--- src/rtl/decode_stage_pkg.sv ---
// Shared decode definitions: field positions, widths, opcode values and op classes.
// Latency: n/a (constants and a pure combinational helper).
// Backpressure: n/a.
package decode_stage_pkg;

    localparam int PC_WIDTH  = 16;
    localparam int IR_WIDTH  = 32;
    localparam int REG_WIDTH = 16;
    localparam int NUM_REGS  = 16;
    localparam int REG_IDX_W = 4;
    localparam int OPC_WIDTH = 8;
    localparam int BUSY_W    = 2;

    // Instruction field LSB positions
    localparam int OPC_LSB  = 24;
    localparam int DEST_LSB = 20;
    localparam int SRC1_LSB = 16;
    localparam int SRC2_LSB = 8;
    localparam int IMM_LSB  = 0;

    localparam logic [BUSY_W-1:0] BUSY_MAX = '1;

    // Opcode encodings
    localparam logic [OPC_WIDTH-1:0] OP_NOP  = 8'hFF;
    localparam logic [OPC_WIDTH-1:0] OP_ADD  = 8'h01;
    localparam logic [OPC_WIDTH-1:0] OP_SUB  = 8'h02;
    localparam logic [OPC_WIDTH-1:0] OP_ADDI = 8'h03;
    localparam logic [OPC_WIDTH-1:0] OP_MOVI = 8'h04;
    localparam logic [OPC_WIDTH-1:0] OP_BRZ  = 8'h10;
    localparam logic [OPC_WIDTH-1:0] OP_JMP  = 8'h11;

    typedef enum logic [1:0] {
        CLS_NONE   = 2'd0,
        CLS_BRANCH = 2'd1,
        CLS_WRITE  = 2'd2
    } op_class_e;

    typedef struct packed {
        op_class_e cls;
        logic      use_src1;
        logic      use_src2;
    } op_info_t;

    // Decode/execute pipeline latch contents
    typedef struct packed {
        logic [PC_WIDTH-1:0]  pc;
        logic [OPC_WIDTH-1:0] opc;
        logic [REG_IDX_W-1:0] dest;
        logic [REG_WIDTH-1:0] src1;
        logic [REG_WIDTH-1:0] src2;
        logic [REG_WIDTH-1:0] imm;
        logic                 vld;
    } de_latch_t;

    localparam de_latch_t DE_RESET = '{pc: '0, opc: OP_NOP, dest: '0,
                                       src1: '0, src2: '0, imm: '0, vld: 1'b0};

    // Class and source usage of each opcode; unknown opcodes read and write nothing
    function automatic op_info_t decode_op(input logic [OPC_WIDTH-1:0] opc);
        op_info_t info;
        info = '{cls: CLS_NONE, use_src1: 1'b0, use_src2: 1'b0};
        case (opc)
            OP_ADD, OP_SUB: info = '{cls: CLS_WRITE,  use_src1: 1'b1, use_src2: 1'b1};
            OP_ADDI:        info = '{cls: CLS_WRITE,  use_src1: 1'b1, use_src2: 1'b0};
            OP_MOVI:        info = '{cls: CLS_WRITE,  use_src1: 1'b0, use_src2: 1'b0};
            OP_BRZ:         info = '{cls: CLS_BRANCH, use_src1: 1'b1, use_src2: 1'b0};
            OP_JMP:         info = '{cls: CLS_BRANCH, use_src1: 1'b0, use_src2: 1'b0};
            default:        info = '{cls: CLS_NONE,   use_src1: 1'b0, use_src2: 1'b0};
        endcase
        return info;
    endfunction

endpackage

--- src/rtl/decode_regfile.sv ---
// 16x16 GPR file (rising-edge write, combinational read) plus 2-bit busy counters per GPR.
// Latency: reads are combinational; busy counters update on the falling edge.
// Backpressure: none; the caller only raises inc_vld when an issue is allowed.
module decode_regfile
    import decode_stage_pkg::*;
(
    input  logic                                 clk,
    input  logic                                 rst,
    input  logic [REG_IDX_W-1:0]                 rd1_idx,
    input  logic [REG_IDX_W-1:0]                 rd2_idx,
    output logic [REG_WIDTH-1:0]                 rd1_dat,
    output logic [REG_WIDTH-1:0]                 rd2_dat,
    input  logic                                 wb_vld,
    input  logic [REG_IDX_W-1:0]                 wb_dest,
    input  logic [REG_WIDTH-1:0]                 wb_dat,
    input  logic                                 inc_vld,
    input  logic [REG_IDX_W-1:0]                 inc_idx,
    output logic [NUM_REGS-1:0][BUSY_W-1:0]      busy_eff
);

    logic [NUM_REGS-1:0][REG_WIDTH-1:0] gpr_q, gpr_d;
    logic [NUM_REGS-1:0][BUSY_W-1:0]    busy_q, busy_d;

    // Writeback updates the addressed register
    always_comb begin
        gpr_d = gpr_q;
        if (wb_vld) gpr_d[wb_dest] = wb_dat;
    end

    // GPR storage written on the rising edge so the falling-edge latch sees new data
    always_ff @(posedge clk or posedge rst) begin
        if (rst) gpr_q <= '0;
        else     gpr_q <= gpr_d;
    end

    assign rd1_dat = gpr_q[rd1_idx];
    assign rd2_dat = gpr_q[rd2_idx];

    // Busy counts with this cycle's writeback already retired (never below zero)
    always_comb begin
        for (int i = 0; i < NUM_REGS; i++) begin
            busy_eff[i] = busy_q[i];
            if (wb_vld && wb_dest == REG_IDX_W'(i) && busy_q[i] != '0)
                busy_eff[i] = busy_q[i] - 2'd1;
        end
    end

    // Issue bumps the destination count; saturated counters are never bumped
    always_comb begin
        busy_d = busy_eff;
        if (inc_vld && busy_eff[inc_idx] != BUSY_MAX)
            busy_d[inc_idx] = busy_eff[inc_idx] + 2'd1;
    end

    // Busy counters share the pipeline's falling-edge timing
    always_ff @(negedge clk or posedge rst) begin
        if (rst) busy_q <= '0;
        else     busy_q <= busy_d;
    end

endmodule

--- src/rtl/decode_stage.sv ---
// Decode stage: field extraction, operand read, RAW/WAW scoreboard stall, branch stall, D/E latch.
// Latency: one falling edge from I_IR to O_Opcode.
// Backpressure: dep/branch stalls go to fetch; I_GPUStallSignal freezes the latch; I_LOCK=0 injects bubbles.
module decode_stage
    import decode_stage_pkg::*;
(
    input  logic                  I_CLOCK,
    input  logic                  I_RESET,
    input  logic                  I_LOCK,
    input  logic [PC_WIDTH-1:0]   I_PC,
    input  logic [IR_WIDTH-1:0]   I_IR,
    input  logic                  I_FE_Valid,
    input  logic                  I_WB_Valid,
    input  logic [REG_IDX_W-1:0]  I_WB_Dest,
    input  logic [REG_WIDTH-1:0]  I_WB_Data,
    input  logic                  I_BranchAddrSelect,
    input  logic                  I_GPUStallSignal,
    output logic                  O_LOCK,
    output logic                  O_BranchStallSignal,
    output logic                  O_DepStallSignal,
    output logic [PC_WIDTH-1:0]   O_PC,
    output logic [OPC_WIDTH-1:0]  O_Opcode,
    output logic [REG_IDX_W-1:0]  O_DestRegIdx,
    output logic [REG_WIDTH-1:0]  O_Src1Value,
    output logic [REG_WIDTH-1:0]  O_Src2Value,
    output logic [REG_WIDTH-1:0]  O_Imm,
    output logic                  O_DE_Valid
);

    logic [OPC_WIDTH-1:0]            opcode;
    logic [REG_IDX_W-1:0]            dest, src1, src2;
    logic [REG_WIDTH-1:0]            imm, rd1_dat, rd2_dat;
    logic [NUM_REGS-1:0][BUSY_W-1:0] busy_eff;
    op_info_t                        info;
    logic                            bubble, dep_stall, issue;
    de_latch_t                       lat_q, lat_d;
    logic                            br_pend_q, br_pend_d;
    logic                            lock_q, lock_d;

    assign opcode = I_IR[OPC_LSB  +: OPC_WIDTH];
    assign dest   = I_IR[DEST_LSB +: REG_IDX_W];
    assign src1   = I_IR[SRC1_LSB +: REG_IDX_W];
    assign src2   = I_IR[SRC2_LSB +: REG_IDX_W];
    assign imm    = I_IR[IMM_LSB  +: REG_WIDTH];
    assign bubble = !I_FE_Valid || (opcode == OP_NOP);

    // Classify the fetched opcode
    always_comb info = decode_op(opcode);

    // Stall on a busy source, or on a destination whose counter is saturated
    always_comb begin
        dep_stall = 1'b0;
        if (!bubble) begin
            if (info.use_src1 && busy_eff[src1] != '0)         dep_stall = 1'b1;
            if (info.use_src2 && busy_eff[src2] != '0)         dep_stall = 1'b1;
            if (info.cls == CLS_WRITE && busy_eff[dest] == BUSY_MAX) dep_stall = 1'b1;
        end
    end

    // Wrong-path instructions behind a pending branch never issue
    assign issue = I_LOCK && !I_GPUStallSignal && !dep_stall && !bubble && !br_pend_q;

    decode_regfile u_regfile (
        .clk      (I_CLOCK),
        .rst      (I_RESET),
        .rd1_idx  (src1),
        .rd2_idx  (src2),
        .rd1_dat  (rd1_dat),
        .rd2_dat  (rd2_dat),
        .wb_vld   (I_WB_Valid),
        .wb_dest  (I_WB_Dest),
        .wb_dat   (I_WB_Data),
        .inc_vld  (issue && info.cls == CLS_WRITE),
        .inc_idx  (dest),
        .busy_eff (busy_eff)
    );

    // Next D/E latch contents and branch-pending flag
    always_comb begin
        lat_d     = lat_q;
        br_pend_d = br_pend_q && !I_BranchAddrSelect;
        lock_d    = I_LOCK;
        if (!I_LOCK) begin
            lat_d.opc = OP_NOP;
            lat_d.vld = 1'b0;
            br_pend_d = 1'b0;
        end else if (I_GPUStallSignal) begin
            lat_d = lat_q;
        end else if (dep_stall) begin
            lat_d.opc = OP_NOP;
            lat_d.vld = 1'b0;
        end else begin
            lat_d.pc   = I_PC;
            lat_d.opc  = bubble ? OP_NOP : opcode;
            lat_d.dest = dest;
            lat_d.src1 = (!bubble && info.use_src1) ? rd1_dat : '0;
            lat_d.src2 = (!bubble && info.use_src2) ? rd2_dat : '0;
            lat_d.imm  = imm;
            lat_d.vld  = I_FE_Valid && !bubble && !br_pend_q;
            if (issue && info.cls == CLS_BRANCH) br_pend_d = 1'b1;
        end
    end

    // Pipeline latches update on the falling edge
    always_ff @(negedge I_CLOCK or posedge I_RESET) begin
        if (I_RESET) begin
            lat_q     <= DE_RESET;
            br_pend_q <= 1'b0;
            lock_q    <= 1'b0;
        end else begin
            lat_q     <= lat_d;
            br_pend_q <= br_pend_d;
            lock_q    <= lock_d;
        end
    end

    assign O_LOCK              = lock_q;
    assign O_BranchStallSignal = br_pend_q;
    assign O_DepStallSignal    = dep_stall;
    assign O_PC                = lat_q.pc;
    assign O_Opcode            = lat_q.opc;
    assign O_DestRegIdx        = lat_q.dest;
    assign O_Src1Value         = lat_q.src1;
    assign O_Src2Value         = lat_q.src2;
    assign O_Imm               = lat_q.imm;
    assign O_DE_Valid          = lat_q.vld;

endmodule

--- config.mk ---
export PLATFORM = sky130hd
export DESIGN_NAME = decode_stage
export DESIGN_NICKNAME = d
export VERILOG_FILES = /design/src/rtl/decode_stage_pkg.sv /design/src/rtl/decode_regfile.sv /design/src/rtl/decode_stage.sv
export SDC_FILE = /design/constraint.sdc
export NUM_CORES = 1
export LEC_CHECK = 0
export ABC_AREA = 1
export BUFFER_PORTS_ARGS = -buffer_cell sky130_fd_sc_hd__buf_2
export CORE_ASPECT_RATIO = 1.4
export CORE_UTILIZATION = 23
export CTS_CLUSTER_DIAMETER = 150
export CTS_CLUSTER_SIZE = 25
export DETAILED_ROUTE_END_ITERATION = 8
export PLACE_DENSITY = 0.43
export SYNTH_ARGS = -nofsm -noshare
export SYNTH_HDL_FRONTEND = slang
export SYNTH_SLANG_ARGS = --single-unit
--- constraint.sdc ---
create_clock -name I_CLOCK -period 14 [get_ports I_CLOCK]
set_clock_uncertainty 0.1 [all_clocks]
set_input_delay 0.7 -clock I_CLOCK [delete_from_list [all_inputs] [get_ports I_CLOCK]]
set_output_delay 0.7 -clock I_CLOCK [all_outputs]
set_load 0.1 [all_outputs]
-- After elaboration in Yosys (flattened, before gate mapping)
Cells that the tools add are included.
- latch bits: 0
- memories kept: 0
- bits in registers: 367
- output and inout port bits: 80
- memory bits (read-only): 0
- RAM bits: 0
- add/sub/neg operators: 17
- $lt $le $gt $ge: 6
- multipliers: 0
- equal/unequal tests: 27
- bitwise logic cells: 2
- reduce and logical (&&, ||, !) cells: 77
- shift operators: 0
- muxes and demuxes: 51
- div/mod/pow operators: 0
- operators by type and width (operator ; count):
    bitwise mux 256 bit ; 1
    binary-select mux 16 bit (select 4 bit) ; 2
    two-way mux 16 bit ; 5
    demux 16 bit (select 4 bit) ; 1
    two-way mux 61 bit ; 1
    two-way mux 52 bit ; 1
    logical AND 1 bit ; 49
    two-way mux 2 bit ; 20
    nonzero test 2 bit ; 18
    bitwise mux 32 bit ; 1
    == test 4 bit (second input constant) ; 8
    two-way mux 32 bit ; 1
    subtractor 2 x 1 -> 2 bit (second input constant) ; 16
    binary-select mux 2 bit (select 4 bit) ; 3
    two-way mux 8 bit ; 3
    less-than comparator 4 x 5 -> 1 bit (second input constant) ; 4
    one-hot mux 4 bit (5 select lines) ; 1
    == test 4 x 3 -> 1 bit (second input constant) ; 4
    == test 8 x 2 -> 1 bit (second input constant) ; 2
    == test 8 x 5 -> 1 bit (second input constant) ; 2
    two-way mux 1 bit ; 10
    demux 2 bit (select 4 bit) ; 1
    == test 4 x 2 -> 1 bit (second input constant) ; 2
    == test 8 x 1 -> 1 bit (second input constant) ; 1
    other kinds (14) ; 23

-- Longest topological paths before layout
Gate-level depths: netlist (run 1).
- depth in word-level cells: 21
- mapped depth: 22

-- Cells and area by module
A second synthesis (run 1) with hierarchy kept.
- cell total of the unflattened synthesis: 2754
- area, all modules: 20239.4 um2
- by module, submodules not included (module ; area each (um2) ; instances ; cells an instance ; seq. area each (um2)):
    decode_regfile ; 16351.9 ; 1 ; 2272 ; 7206.9
    decode_stage ; 3887.5 ; 1 ; 482 ; 1986.9

==> results of run 1 <==
==> layout by cell type (no fill, tap or decap), types with 2 or more instances in the layout <==
cell / count
a211oi_1: 61
a21oi_1: 179
a311oi_1: 10
buf_12: 2
buf_2: 152
buf_4: 36
clkbuf_1: 5
clkbuf_16: 19
clkbuf_8: 7
clkinv_1: 4
clkinv_2: 2
dfrtn_1: 103
dfrtp_1: 256
dfstp_2: 8
diode_2: 3
ha_1: 17
inv_1: 258
inv_2: 6
nand2_1: 716
nand2_2: 3
nand3_1: 162
nand3_2: 2
nand3b_1: 4
nand4_1: 54
nor2_1: 108
nor2_2: 3
nor2_4: 8
nor4_1: 2
o21ai_0: 474
o21ai_1: 20
o221ai_1: 2
o22ai_1: 11
o311ai_0: 49
xor2_1: 5
==> worst paths after layout <==
path                                 startpoint                   end  slack (ns)
setup reg to reg           u_regfile.gpr_q[143]       O_Src1Value[15]        4.97
min in group I_CLOCK                  O_Imm[15]             O_Imm[15]        0.32
max in group asynchronous               I_RESET             O_Imm[10]        5.45
hold reg to reg                       O_Imm[15]             O_Imm[15]        0.32
setup / recovery           u_regfile.busy_q[26]      O_DepStallSignal        2.37
hold / removal                          I_RESET  u_regfile.gpr_q[235]        0.21
==> tightest hold or removal path: stages <==
cell,delay (ns)
buf_2,0.11
clkinvlp_4,0.05
buf_4,0.47
==> cell families (layout without fill, tap and decap cells) <==
kind of cell / after synthesis / count (layout) / synth area share [%]
buf+inv: 464 / 494 / 8.90
compound gates: 814 / 814 / 22.3
xor+xnor: 5 / 5 / 0.217
fa+ha+maj: 17 / 17 / 1.06
flops: 367 / 367 / 45.6
simple gates: 1065 / 1065 / 21.9
other cells: 0 / 3 / 0
==> metrics by stage <==
| stage | worst slack [ns] | cell area [sq um] | util, % | std cells |
|---|---|---|---|---|
| global route | 2.13 | 22600 | 26.0 | 3935 |
| CTS | 2.35 | 22600 | 26.0 | 3932 |
| finish | 2.37 | 22600 | 26.0 | 3935 |
| floorplan | 1.46 | 20100 | - | 2732 |
| global placement | 2.19 | 21900 | 25.3 | 3893 |
| detailed placement | 2.08 | 21900 | 25.3 | 3893 |
==> report_power, final <==
group	switching [mW]	internal [mW]
logic	0.635	0.250
clock network	0.395	0.296
registers	0.111	1.28
==> area by class of cell <==
cell class / instances / area [sq um] / share of cell area, %
multi-input cells: 1901 / 9210 / 40.8
flip-flops and latches: 367 / 9190 / 40.7
well taps: 1170 / 1460 / 6.48
repair buffers: 191 / 1080 / 4.79
inverters: 263 / 993 / 4.40
clock buffers: 31 / 591 / 2.62
clock inverters: 9 / 38.8 / 0.172
diodes: 3 / 7.51 / 0.0333
==> registers in the layout, summed over array words and instances (netlist names) <==
register	count
O_Src2Value	16
u_regfile.busy_q	32
O_Imm	16
O_Src1Value	16
O_Opcode	8
O_DE_Valid	1
O_BranchStallSignal	1
u_regfile.gpr_q	256
O_DestRegIdx	4
O_LOCK	1
O_PC	16
==> per-layer routing <==
layer / share of wire [%] / wire [um] / GRT usage [%]
met3: 5.4 / 4400 / 1.85
met2: 49 / 39400 / 31.4
met1: 43 / 34600 / 23.5
met5: 0.027 / 22 / 0
met4: 3.2 / 2640 / 6.27
==> impl_results.md, run 1 <==
- Residual DRC: 0
- Hpwl dp: approximately 50000 um
- Hold Violations, Final: 0
- CP max FO: 9
- Max cap viols: 0
- Initial DRC count: around 1700
- CP arrival: 10.83 ns
- Static leakage: 10.3 nW
- I/O Pins: around 160
- Post-CTS sizing: 0
- Critical path's most frequent cell: inv_1
- Cell Rows: roughly 130
- Num CTS Buffers: 18
- Die Wd: approximately 250 um
- GRT overflow: 0
- DR vias/cell: slightly below 5
- Initial antenna violation count: 8
- Layout cells sized above 1: a little under a tenth
- Crit. End Element: primary output
- Synth top area share: between 30% and 40%
- CTS root buffer: clkbuf_16
- Syn nets: about 2800
- WL/cell: 20.6 um
- First-pass GRT wire length: between 100000 and 150000 um
- Final #Nets: roughly 2800
- DRT Pass-1 Iters: 5
- Final antenna-violating net count: 0
- Worst hold slack: 0.210 ns
- Final setup vio count: 0
- Top post-synthesis cells by count: nand2_1, o21ai_0, inv_1, dfrtp_1, a21oi_1
- Layout overhead on the synthesized area: 12.1%
- Post-synth cell types: 39
- Flop and latch count out of synthesis: between 300 and 400
- Worst Tran Pin Value: roughly 1 ns
- Post-synth EDFFs: 0
- Setup CP Type: register to primary output
- Core Box Area: 86800 sq um
- Synth Instances: ~2700
- RD Place Congestion: around 0.81
- Clk slew on worst S/H paths: 0.11 ns
- WP data required: 13.20 ns
- Peak VDD IR: 0.0000586 V
- Post-synthesis instance area: ~20000 sq um
- Worst Path Buf+Inv: 5
- Max_slew headroom: between 30% and 40%
- Primary FF master, synth: dfrtp_1
- Worst setup SP type: register
- Unrepaired setup endpoints after global routing: no
- Worst path depth: 15
- Critical-path cell list: inv_1, ha_1, nand3b_1, xor2_1, inv_1, o22ai_1, o21bai_1, nand3_1, inv_1, ha_1, nand2_1, nand3_1, nand2_1, inv_1, buf_2
- Number of global-route vias before repair: 18655
- Clock Path Buffers: 3
- Skew-Pair Late Insertion Delay: ~0.56 ns
- Worst R2R Path Depth: 8
- Most numerous cell in the Yosys netlist: nand2_1
- Synth warn: 0
- Cts hold-fix bufs: 0
- Initial Util: a little under a quarter
- Worst hold path class: primary input to asynchronous set/reset pin
- PnR Total Power: ~3 mW
- Async S/R FF share, synth: 100%
- Die Y: ~350 um
- Synth area leader: dfrtp_1
- Input/output buffers: between 150 and 200
- TritonCTS Sinks: 367
- CP peak stage delay: roughly 0.45 ns
- CTS tree: done
- Syn Area/Cell: between 7 and 8 sq um
- Run status: finished clean
- Die area: slightly below 90000 sq um
- Cell Pwr Density: approximately 130 nW/um^2
- Via count: 19015
- Post-CTS setup buffer count: 0
- # fillers: just under 10000
- Post-Route WL: between 80000 and 90000 um
- Setup TNS: 0 ns
- H-tree lvl count: 1
- Top post-synthesis cells by area: dfrtp_1, nand2_1, dfrtn_1
- Max Slew Vio Count: 0
- GRT Overall Usage: a little under a fifth
- Largest net degree at the start of global routing: around 150
- Top delay family on crit path: simple AND/OR/NAND/NOR gates
- Slowest cell on the critical path: dfrtn_1
- Register area share after synthesis: 45.6%
Power figures use the tool's default switching activity.
==> run 2, diff against run 1 <==
--- a/config.mk
+++ b/config.mk
@@ -12,7 +12,7 @@
 export CTS_CLUSTER_DIAMETER = 150
 export CTS_CLUSTER_SIZE = 25
 export DETAILED_ROUTE_END_ITERATION = 8
-export PLACE_DENSITY = 0.43
+export PLACE_DENSITY = 0.44
 export SYNTH_ARGS = -nofsm -noshare
 export SYNTH_HDL_FRONTEND = slang
 export SYNTH_SLANG_ARGS = --single-unit
==> constraint.sdc (replaced) <==
create_clock -name I_CLOCK -period 10.5 [get_ports I_CLOCK]
set_clock_uncertainty 0.1 [all_clocks]
set_input_delay 0.525 -clock I_CLOCK [delete_from_list [all_inputs] [get_ports I_CLOCK]]
set_output_delay 0.525 -clock I_CLOCK [all_outputs]
set_load 0.1 [all_outputs]
==> impl_results.md, run 2 (synthesis results as in run 1) <==
- Run status: finished clean
- Largest regs: u_regfile.gpr_q (256), u_regfile.busy_q (32)
- Max reg flops: around 260
- Post-CTS sizing: 0
- CTS root buffer: clkbuf_16
- Most frequent cells in the layout: nand2_1, o21ai_0, inv_1, dfrtp_1, a21oi_1
- Number of global-route vias before repair: around 19000
- Post-DP Area: 22100 sq um
- WP data required: a little under 10 ns
- Most flops, register: u_regfile.gpr_q
- Layout overhead on the synthesized area: 12.9%
- Max cap viols: 0
- Worst R2R Path Depth: 6
- Die area: just under 90000 sq um
- Clock Path Buffers: 3
- CP arrival: roughly 8.8 ns
- Largest net degree at the start of global routing: between 150 and 200
- Residual DRC: 0
- Static leakage: 10.4 nW
- Hpwl dp: between 50000 and 60000 um
- Max Slew Vio Count: 0
- Hold Violations, Final: 0
- Die Y: roughly 350 um
- Post-Route WL: between 80000 and 90000 um
- Max_slew headroom: about 33%
- Crit. End Element: primary output
- Clk slew on worst S/H paths: about 0.11 ns
- Worst hold path class: primary input to asynchronous set/reset pin
- Crit path capture: O_DepStallSignal
- Peak VDD IR: 0.0000790 V
- Core Box Area: approximately 87000 sq um
- DR vias/cell: between 4 and 5
- Worst setup SP type: register
- First-pass GRT wire length: around 120000 um
- Cell Pwr Density: 175 nW/um^2
- I/O Pins: roughly 160
- Initial DRC count: about 1700
- Final antenna-violating net count: 0
- Via count: between 15000 and 20000
- RD Place Congestion: between 0.8 and 0.9
- Critical R2R Launch: u_regfile.gpr_q[205]
- CTS tree: done
- CP max FO: 9
- GRT overflow: 0
- Post-CTS setup buffer count: 0
- Reg-to-reg slack, setup: roughly 3.2 ns
- Setup CP Type: register to primary output
- Unrepaired setup endpoints after global routing: no
- Post-route cell area: ~23000 sq um
- Input/output buffers: 154
- PnR Total Power: around 4.0 mW
- # fillers: approximately 10000
- Worst Tran Pin Value: 1.00 ns
- TritonCTS Sinks: ~370
- GRT Overall Usage: between 10% and 20%
- H-tree lvl count: 1
- Worst hold slack: roughly 0.032 ns
- Final #Nets: roughly 2900
- Layout cells sized above 1: under 10%
- Die Wd: 252 um
- Setup TNS: 0 ns
- Cts hold-fix bufs: 0
- Commonest non-fill, non-tap cell in the layout: nand2_1
- Cell Rows: about 130
- WL/cell: a little over 20 um
- R2R Path End: O_Src2Value[13]
- DRT Pass-1 Iters: 5
- Num CTS Buffers: 18
- Initial Util: between 20 and 25%
- Critical path launch point: u_regfile.busy_q[2]
- Skew-Pair Late Insertion Delay: between 0.5 and 0.6 ns
- Initial antenna violation count: 9
- Final setup vio count: 0
[run 2: cell type report]
cell class	instances	area, sq um	area share [%]
multi-input combinational	1901	9200	40.5
sequential	367	9190	40.4
tap	1170	1460	6.44
timing repair buffer	206	1240	5.47
inverter	263	992	4.36
clock buffer	24	494	2.17
clock inverter	16	148	0.649
antenna	2	5.00	0.0220
[run 2: how the worst min path moves through the flow]
stage,from,end,depth (start not counted)
3_5_place_dp,O_PC[0],O_PC[0],2
3_3_place_gp,O_PC[12],O_PC[12],2
2_1_floorplan,u_regfile.gpr_q[158],u_regfile.gpr_q[158],2
4_1_cts,I_RESET,u_regfile.gpr_q[224],3
6_report,I_RESET,u_regfile.gpr_q[160],3
5_1_grt,I_RESET,u_regfile.gpr_q[160],3
[run 2: power breakdown]
group	leakage [nW]	internal [mW]	switching [mW]
logic	5.50	0.338	0.858
clock network	0.363	0.417	0.528
registers	4.54	1.70	0.144
total	10.4	2.46	1.53
[run 2: per-stage QoR]
stage	instances	utilization (%)	setup WS (ns)
6_report	3949	26.2	1.13
5_1_grt	3949	26.2	0.890
4_1_cts	3947	26.2	1.11
3_5_place_dp	3908	25.5	0.875
3_3_place_gp	3908	25.5	0.931
2_1_floorplan	2732	-	-0.116
[run 2: worst max-delay path: stages, from the launching register on]
cell and delay, ns:
dfrtn_1 0.42, inv_1 0.06, ha_1 0.18, inv_1 0.09, nand3_1 0.10, nand2_1 0.09
nand2_1 0.14, inv_1 0.17, o22ai_1 0.09, nor2_1 0.08, nand4_1 0.08, inv_1 0.11
nand3_1 0.08, buf_4 0.19, inv_1 0.06, ha_1 0.14, nand2_1 0.06, nand3_1 0.14
nand2_1 0.13, inv_1 0.09, buf_2 0.42
[run 2: per-layer routing]
metal	GRT usage (%)	vias up	part of all wire, %
li1	-	9182	-
met1	23.5	9054	43
met2	30.2	664	47
met3	2.21	163	5.7
met4	8.07	4	4.5
met5	0	-	0.034
